==> config.mk <==
export PLATFORM = sky130hd
export DESIGN_NAME = fm_sb_ctrl
export DESIGN_NICKNAME = d
export VERILOG_FILES = /design/src/rtl/fm_sb_ctrl.sv
export SDC_FILE = /design/constraint.sdc
export NUM_CORES = 1
export LEC_CHECK = 0
export ABC_CLOCK_PERIOD_IN_PS = 5200
export CELL_PAD_IN_SITES_DETAIL_PLACEMENT = 1
export CELL_PAD_IN_SITES_GLOBAL_PLACEMENT = 1
export CORE_MARGIN = 4
export CORE_UTILIZATION = 42
export DETAILED_ROUTE_END_ITERATION = 12
export PLACE_DENSITY_LB_ADDON = 0.05
export SLEW_MARGIN = 5
export SYNTH_ARGS = -nofsm -noshare
export SYNTH_HDL_FRONTEND = slang
export SYNTH_SLANG_ARGS = --single-unit
==> constraint.sdc <==
create_clock -name spy_clock -period 5.2 [get_ports spy_clock]
set_input_delay 1.04 -clock spy_clock [delete_from_list [all_inputs] [get_ports spy_clock]]
set_output_delay 1.04 -clock spy_clock [all_outputs]
set_load 0.01 [all_outputs]
==> src/rtl/fm_sb_ctrl.sv <==
// Spy-buffer capture/freeze/playback sequencer: drives spy memory write/read addresses and enables
// and logs one metadata word per freeze. Captured data and read data do not pass through this block.
module fm_sb_ctrl #(
    parameter int MEM_AW    = 10,
    parameter int META_AW   = 4,
    parameter int PB_MODE_W = 2
) (
    input  logic                 spy_clock,
    input  logic                 rst_n,
    input  logic [PB_MODE_W-1:0] pb_mode,
    input  logic                 arm,
    input  logic                 trigger,
    input  logic                 fm_vld,
    input  logic [MEM_AW-1:0]    post_trig_len,
    input  logic [MEM_AW-1:0]    pb_len,
    input  logic                 pb_ready,
    output logic                 mem_we,
    output logic [MEM_AW-1:0]    mem_waddr,
    output logic                 mem_re,
    output logic [MEM_AW-1:0]    mem_raddr,
    output logic                 pb_vld,
    output logic                 meta_we,
    output logic [META_AW-1:0]   meta_waddr,
    output logic [31:0]          meta_wdata,
    output logic                 frozen,
    output logic [2:0]           state
);

    typedef enum logic [2:0] {
        ST_IDLE     = 3'd0,
        ST_CAPTURE  = 3'd1,
        ST_POST     = 3'd2,
        ST_FROZEN   = 3'd3,
        ST_PLAYBACK = 3'd4
    } state_e;

    localparam logic [MEM_AW-1:0]    MEM_ZERO    = {MEM_AW{1'b0}};
    localparam logic [MEM_AW-1:0]    MEM_ONE     = MEM_AW'(1'b1);
    localparam logic [MEM_AW-1:0]    MEM_LAST    = {MEM_AW{1'b1}};
    localparam logic [META_AW-1:0]   META_ZERO   = {META_AW{1'b0}};
    localparam logic [META_AW-1:0]   META_ONE    = META_AW'(1'b1);
    localparam logic [PB_MODE_W-1:0] MODE_FREEZE = {PB_MODE_W{1'b0}};

    // Last written address is one behind the write pointer; an untouched buffer reports 0
    function automatic logic [31:0] meta_word(input logic wrapped, input logic [MEM_AW-1:0] wr_ptr);
        logic [MEM_AW-1:0] last;
        if (!wrapped && (wr_ptr == MEM_ZERO)) begin
            last = MEM_ZERO;
        end else begin
            last = wr_ptr - MEM_ONE;
        end
        return {1'b1, wrapped, 14'd0, 16'(last)};
    endfunction

    state_e                 state_r, state_s;
    logic [PB_MODE_W-1:0]   mode_r, mode_s;
    logic [MEM_AW-1:0]      post_len_r, post_len_s;
    logic [MEM_AW-1:0]      pb_len_r, pb_len_s;
    logic [MEM_AW-1:0]      wr_ptr_r, wr_ptr_s;
    logic                   wrapped_r, wrapped_s;
    logic [MEM_AW-1:0]      rd_ptr_r, rd_ptr_s;
    logic [MEM_AW-1:0]      post_cnt_r, post_cnt_s;
    logic [META_AW-1:0]     meta_ptr_r;
    logic [MEM_AW-1:0]      pb_last_s;
    logic [31:0]            meta_wdata_s;
    logic                   mem_we_s, mem_re_s, meta_we_s;

    logic                   mem_we_r, mem_re_r, pb_vld_r, meta_we_r, frozen_r;
    logic [MEM_AW-1:0]      mem_waddr_r, mem_raddr_r;
    logic [META_AW-1:0]     meta_waddr_r;
    logic [31:0]            meta_wdata_r;

    // pb_len of 0 wraps to the all-ones address, i.e. a full-depth playback
    assign pb_last_s    = pb_len_r - MEM_ONE;
    assign meta_wdata_s = meta_word(wrapped_s, wr_ptr_s);

    // Next-state, pointer and enable decode; arm overrides everything else
    always_comb begin
        state_s    = state_r;
        mode_s     = mode_r;
        post_len_s = post_len_r;
        pb_len_s   = pb_len_r;
        wr_ptr_s   = wr_ptr_r;
        wrapped_s  = wrapped_r;
        rd_ptr_s   = rd_ptr_r;
        post_cnt_s = post_cnt_r;
        mem_we_s   = 1'b0;
        mem_re_s   = 1'b0;
        meta_we_s  = 1'b0;
        if (arm) begin
            mode_s     = pb_mode;
            post_len_s = post_trig_len;
            pb_len_s   = pb_len;
            if (pb_mode[1]) begin
                state_s  = ST_PLAYBACK;
                rd_ptr_s = MEM_ZERO;
            end else begin
                state_s   = ST_CAPTURE;
                wr_ptr_s  = MEM_ZERO;
                wrapped_s = 1'b0;
            end
        end else begin
            case (state_r)
                ST_CAPTURE: begin
                    if (fm_vld) begin
                        mem_we_s  = 1'b1;
                        wr_ptr_s  = wr_ptr_r + MEM_ONE;
                        wrapped_s = wrapped_r | (wr_ptr_r == MEM_LAST);
                    end else begin
                        mem_we_s  = 1'b0;
                    end
                    if (trigger && (mode_r == MODE_FREEZE)) begin
                        if (post_len_r == MEM_ZERO) begin
                            state_s   = ST_FROZEN;
                            meta_we_s = 1'b1;
                        end else begin
                            state_s    = ST_POST;
                            post_cnt_s = post_len_r;
                        end
                    end else begin
                        state_s = ST_CAPTURE;
                    end
                end
                ST_POST: begin
                    if (fm_vld) begin
                        mem_we_s   = 1'b1;
                        wr_ptr_s   = wr_ptr_r + MEM_ONE;
                        wrapped_s  = wrapped_r | (wr_ptr_r == MEM_LAST);
                        post_cnt_s = post_cnt_r - MEM_ONE;
                        if (post_cnt_r == MEM_ONE) begin
                            state_s   = ST_FROZEN;
                            meta_we_s = 1'b1;
                        end else begin
                            state_s = ST_POST;
                        end
                    end else begin
                        mem_we_s = 1'b0;
                    end
                end
                ST_PLAYBACK: begin
                    if (pb_ready) begin
                        mem_re_s = 1'b1;
                        if (rd_ptr_r == pb_last_s) begin
                            rd_ptr_s = MEM_ZERO;
                            if (mode_r[0]) begin
                                state_s = ST_PLAYBACK;
                            end else begin
                                state_s = ST_IDLE;
                            end
                        end else begin
                            rd_ptr_s = rd_ptr_r + MEM_ONE;
                        end
                    end else begin
                        mem_re_s = 1'b0;
                    end
                end
                ST_IDLE, ST_FROZEN: begin
                    state_s = state_r;
                end
                default: begin
                    state_s = ST_IDLE;
                end
            endcase
        end
    end

    // State, pointers and all registered outputs; addresses hold between enables
    always_ff @(posedge spy_clock) begin
        if (!rst_n) begin
            state_r      <= ST_IDLE;
            mode_r       <= MODE_FREEZE;
            post_len_r   <= MEM_ZERO;
            pb_len_r     <= MEM_ZERO;
            wr_ptr_r     <= MEM_ZERO;
            wrapped_r    <= 1'b0;
            rd_ptr_r     <= MEM_ZERO;
            post_cnt_r   <= MEM_ZERO;
            meta_ptr_r   <= META_ZERO;
            mem_we_r     <= 1'b0;
            mem_waddr_r  <= MEM_ZERO;
            mem_re_r     <= 1'b0;
            mem_raddr_r  <= MEM_ZERO;
            pb_vld_r     <= 1'b0;
            meta_we_r    <= 1'b0;
            meta_waddr_r <= META_ZERO;
            meta_wdata_r <= 32'd0;
            frozen_r     <= 1'b0;
        end else begin
            state_r      <= state_s;
            mode_r       <= mode_s;
            post_len_r   <= post_len_s;
            pb_len_r     <= pb_len_s;
            wr_ptr_r     <= wr_ptr_s;
            wrapped_r    <= wrapped_s;
            rd_ptr_r     <= rd_ptr_s;
            post_cnt_r   <= post_cnt_s;
            meta_ptr_r   <= meta_we_s ? (meta_ptr_r + META_ONE) : meta_ptr_r;
            mem_we_r     <= mem_we_s;
            mem_waddr_r  <= mem_we_s ? wr_ptr_r : mem_waddr_r;
            mem_re_r     <= mem_re_s;
            mem_raddr_r  <= mem_re_s ? rd_ptr_r : mem_raddr_r;
            pb_vld_r     <= mem_re_r;
            meta_we_r    <= meta_we_s;
            meta_waddr_r <= meta_we_s ? meta_ptr_r : meta_waddr_r;
            meta_wdata_r <= meta_we_s ? meta_wdata_s : meta_wdata_r;
            frozen_r     <= (state_s == ST_FROZEN);
        end
    end

    assign mem_we     = mem_we_r;
    assign mem_waddr  = mem_waddr_r;
    assign mem_re     = mem_re_r;
    assign mem_raddr  = mem_raddr_r;
    assign pb_vld     = pb_vld_r;
    assign meta_we    = meta_we_r;
    assign meta_waddr = meta_waddr_r;
    assign meta_wdata = meta_wdata_r;
    assign frozen     = frozen_r;
    assign state      = state_r;

endmodule

* Word level (Yosys, flattened, before mapping) *
Index checks and enable logic that the tools add are counted.

storage, ports and cells
  bits in registers = 101
  input port bits = 28
  logic and storage cells = 92

cells by class
  equal/unequal tests = 12
  bitwise gates (word level) = 2
  multiplexer cells = 40
  reductions and logical operators = 14
  $add $sub $neg = 6

operators by type and width
  cell                   number
  $mux 10                13
  $sub 10x1->10 const B  3
  $mux 3                 7
  $add 10x1->10 const B  2
  $logic_not 10->1       2
  $pmux 10 s2            1
  $mux 1                 17
  $pmux 3 s4             1
  $eq 10x1->1 const B    1
  $eq 10x10->1           1
  $eq 10x10->1 const B   1
  $eq 3x2->1 const B     3
  $ne 2x2->1 const B     4
  $reduce_bool 2->1      3
  $reduce_and 5->1       1
  $add 4x1->4 const B    1
  $reduce_or 2->1        2
  $eq 3x1->1 const B     1
  $eq 3x3->1 const B     1
  $logic_not 3->1        1
  $reduce_and 3->1       1
  $logic_and 1x1->1      2
  $logic_not 2->1        1
  $pmux 1 s2             1
  3 further kinds        3

* Longest topological paths before layout *
  depth in word-level cells = 8
  gate-level depth with buffers = 12
  gate-level depth less buffers = 9

* Worst setup path before layout *
No wires, ideal clock.

  kind = input to register
  start point = in arm
  end point = reg meta_wdata_r[1], in the netlist meta_wdata[1]
  arrival = 3.302 ns
  data required time = 5.072 ns
  slack = 1.770 ns
  buffers on the path = 2
  stages on the path = 11
  cell sequence = or3b_4 -> nor2_1 -> clkbuf_1 -> nor2_1 -> a21oi_1 -> ha_1 -> nand3_1 -> or4_1 -> buf_2 -> a22oi_2 -> nor2_1

between the ends
  longest elaborated chain between the ends = 4
  elaborated cells between the ends (all ways) = 8

RTL lines
  element                                                                RTL line  text
  start, declared                                                        11        input logic arm,
  parallel branches: the longest is 4 deep, another holds $sub 10x1->10  -
  end signal, assigned                                                   205       meta_wdata_r <= meta_we_s ? meta_wdata_s : meta_wdata_r;
  end, declared                                                          71        logic [31:0] meta_wdata_r;

Parallel ways; which one is timed is not known.
A chain may end at the register's enable or synchronous reset.

* Final worst setup path *
  start point = in fm_vld
  end point = reg meta_wdata_r[2], in the netlist meta_wdata[2]

between the ends
  longest elaborated chain between the ends = 6
  elaborated cells between the ends (all ways) = 14

RTL lines
  element                                                                RTL line  text
  start, declared                                                        13        input logic fm_vld,
  parallel branches: the longest is 6 deep, another holds $sub 10x1->10  -

Parallel ways; which one is timed is not known.

==> flow_metrics.py <==
metrics = {
    "timing": {
        "slew_headroom": 0.302,
        "hold_viol": 0,
        "period_needed_ps": 4150,
        "fin_worst_skew_ps": 9.73,
        "tightest_slew_ps": 1040,
        "tns_ps": 0,
        "report.final.setup_viol": 0,
        "worst_slack_ps": 1050,
        "fmax_mhz": 241,
        "finalCritPeriodShare": 0.799,
        "drv_slew": 0,
        "rsz0062_at_grt": "false",
    },
    "global_route": {
        "grt_pass1_wl_um": 23000,
        "antenna_found_initial": 0,
        "grt_max_degree": 76,
        "grt_pass1_vias": 4523,
        "grt_use_total": 0.201,
        "grt-ovfl-total": 0,
    },
    "clock_tree": {
        "post_cts_buffers": 0,
        "clk_pin_slew_ps": 70,
        "cts-buffers-inserted": 9,
        "cts_tree": "built",
        "htree_num_levels": 3,
        "cts_sinks": 101,
        "clockRootBuffer": "clkbuf_16",
        "clockBufferDepth": 2,
        "cts_resized": 0,
        "cts-hold-fix-buffers": 0,
        "clock_latency_ps": 360,
    },
    "run": {
        "maxCapViolCount": 0,
    },
    "power": {
        "fin_total_pwr_uw": 1690,
        "p_leak_uw": 0.00225,
        "vdd_drop_max_mv": 0.278,
        "power_per_cell_area_nw_per_um2": 280,
    },
    "outcome": {
        "run_status": "finished, final reports clean",
    },
    "synthesis": {
        "async_flop_share": 0,
        "synth_top_family_by_area": "simple AND/OR/NAND/NOR gates",
        "avgSynthCellArea_sq_um": 8.00,
        "synth_compound_area_frac": 0.130,
        "yosysSeqAreaShare": 0.401,
        "synthSimpleGateAreaFrac": 0.271,
        "synth_cell_types": 63,
        "syn_area_sq_um": 5040,
        "synth_mux_area_frac": 0.0564,
        "yosysWarnings": 0,
        "ys_ff_latch": 101,
        "synthAdderAreaFrac": 0.0174,
        "synth_cells": 630,
        "synth_ff_type": "dfxtp_1",
        "synth-xor-area-share": 0.0539,
        "synth_edf_count": 0,
    },
    "placement": {
        "port_buffers": 71,
        "hpwl_um": 9970,
        "post-place-ws_ps": 712,
        "dpl.cell_count": 808,
        "gp_congestion": 0.888,
    },
    "setup_path": {
        "worstPathRequired_ps": 5400,
        "start_kind": "input port",
        "arrival_ps": 4350,
        "endpoint_kind": "flop",
        "r2r_start": "state[0]$_SDFF_PN0_",
        "path_max_fanout": 13,
        "worst-setup-path-type": "in -> reg",
        "cp-startpoint": "fm_vld",
    },
    "detailed_routing": {
        "num_vias": 4505,
        "finalWirelength_um": 13800,
        "routed_via_density": 5.47,
        "antenna_left": 0,
        "drcViolationCount": 0,
        "first_pass_iters": 4,
        "dr.first_iter.drc_count": 128,
        "avgRoutedWirePerCell_um": 16.8,
    },
    "final_layout": {
        "diodes": 0,
        "final_nets": 711,
        "area_growth_pct": 19.7,
        "fillers": 1429,
        "drive_above_1_share": 0.0543,
        "stdcell_count": 824,
    },
    "floorplan": {
        "dieHeight_um": 118,
        "die-area_sq_um": 13800,
        "rows": 39,
        "dieWidth_um": 118,
        "core_sq_um": 11600,
        "io_pins": 92,
        "initial_utilization": 0.436,
    },
    "min_path": {
        "min_from": "mem_waddr[7]$_SDFFE_PN0P_",
        "min_path_type": "reg -> reg",
    },
}
==> worst max-delay path, cell delays in order <==
cell and delay (ps):
clkdlybuf4s50_1 540, or3b_4 430, nor2_1 630, nor2_1 120
a21oi_1 300, ha_1 250, nand3_1 150, or4_1 660
nand3_1 150, a21oi_1 80
==> flip-flops by register name (all words and copies together), names as in the netlist, 2 cells and up <==
signal      count
meta_waddr      4
state           3
wr_ptr_r       10
rd_ptr_r       10
mode_r          2
post_cnt_r     10
mem_raddr      10
meta_wdata     12
meta_ptr_r      4
mem_waddr      10
post_len_r     10
pb_len_r       10
==> Yosys cell counts (5+ instances only) <==
library cell | count | area share
and3_1 | 7 | 0.0087
nand2_1 | 99 | 0.074
nand3_1 | 22 | 0.022
nor3_1 | 16 | 0.016
clkbuf_1 | 26 | 0.019
inv_1 | 9 | 0.0067
o21ai_0 | 18 | 0.018
ha_1 | 7 | 0.017
buf_4 | 20 | 0.030
o31ai_1 | 5 | 0.0075
buf_2 | 6 | 0.0060
dfxtp_1 | 101 | 0.40
a31oi_1 | 8 | 0.0099
nand4_1 | 7 | 0.0087
a21oi_1 | 49 | 0.049
nor2_1 | 82 | 0.061
xor2_1 | 7 | 0.012
xnor2_1 | 19 | 0.033
nor4_1 | 9 | 0.011
and2_1 | 10 | 0.012
mux2i_1 | 25 | 0.050
==> metal layers <==
metal / routed length, um / track usage
met4: 150 / 0.0462
met2: 6960 / 0.359
met1: 6180 / 0.241
met5: 0 / 0
met3: 541 / 0.0543
==> placed cells by master, fill, tap and decap left out, types with 4 or more instances in the layout <==
| cell | Yosys | routed |
|---|---|---|
| ha_1 | 7 | 7 |
| clkdlybuf4s50_1 | 0 | 70 |
| nor2b_1 | 4 | 4 |
| xnor2_1 | 19 | 19 |
| mux2i_1 | 25 | 25 |
| nand3b_1 | 4 | 4 |
| and3_1 | 7 | 7 |
| conb_1 | 1 | 20 |
| nor4_1 | 9 | 9 |
| nand4_1 | 7 | 7 |
| o31ai_1 | 5 | 5 |
| inv_1 | 9 | 9 |
| a21oi_1 | 49 | 49 |
| and2_1 | 10 | 10 |
| nand3_1 | 22 | 22 |
| xor2_1 | 7 | 7 |
| nor3_1 | 16 | 16 |
| o21ai_0 | 18 | 18 |
| clkbuf_16 | 0 | 9 |
| nand2_1 | 99 | 99 |
| clkinvlp_4 | 0 | 4 |
| a31oi_1 | 8 | 8 |
| nor2_1 | 82 | 82 |
| dfxtp_1 | 101 | 101 |
| a211oi_1 | 4 | 4 |
==> through the flow <==
stage,instance area [sq um],util,hold WS (ps)
finish,6030,0.521,456
global route,6030,0.521,474
CTS,6030,0.521,458
detailed placement,5700,0.493,448
global placement,5700,0.493,443
floorplan,5110,-,444
==> final timing paths <==
path,to,slack [ps],cells after the start
min reg2reg,mem_waddr[7]$_SDFFE_PN0P_,460,2
max reg2reg,meta_wdata[2]$_SDFFE_PN0P_,1790,9
min,mem_waddr[7]$_SDFFE_PN0P_,460,2
max,meta_wdata[2]$_SDFFE_PN0P_,1050,10
==> cell type report <==
class,instances,area [sq um],area share
multi-input combinational,480,2740,0.455
sequential,101,2020,0.335
timing repair buffer,73,721,0.120
clock buffer,9,225,0.0374
tap,143,179,0.0297
clock inverter,7,98.8,0.0164
inverter,11,41.3,0.00685
==> cell families after synthesis <==
group                    count (synthesis)
XOR/XNOR                                28
other                                    1
adder cells (fa/ha/maj)                  7
flip-flops                             101
buffers and inverters                   68
multiplexers                            28
AND/OR/NAND/NOR                        288
AO/OA/AOI/OAI                          109
==> power breakdown <==
part | internal, uW | total, uW | switching [uW]
Combinational | 65.1 | 154 | 89.0
Clock | 423 | 731 | 307
Sequential | 787 | 805 | 18.1
Total | 1280 | 1690 | 415
Note: power is estimated with default switching activity, not from simulation.
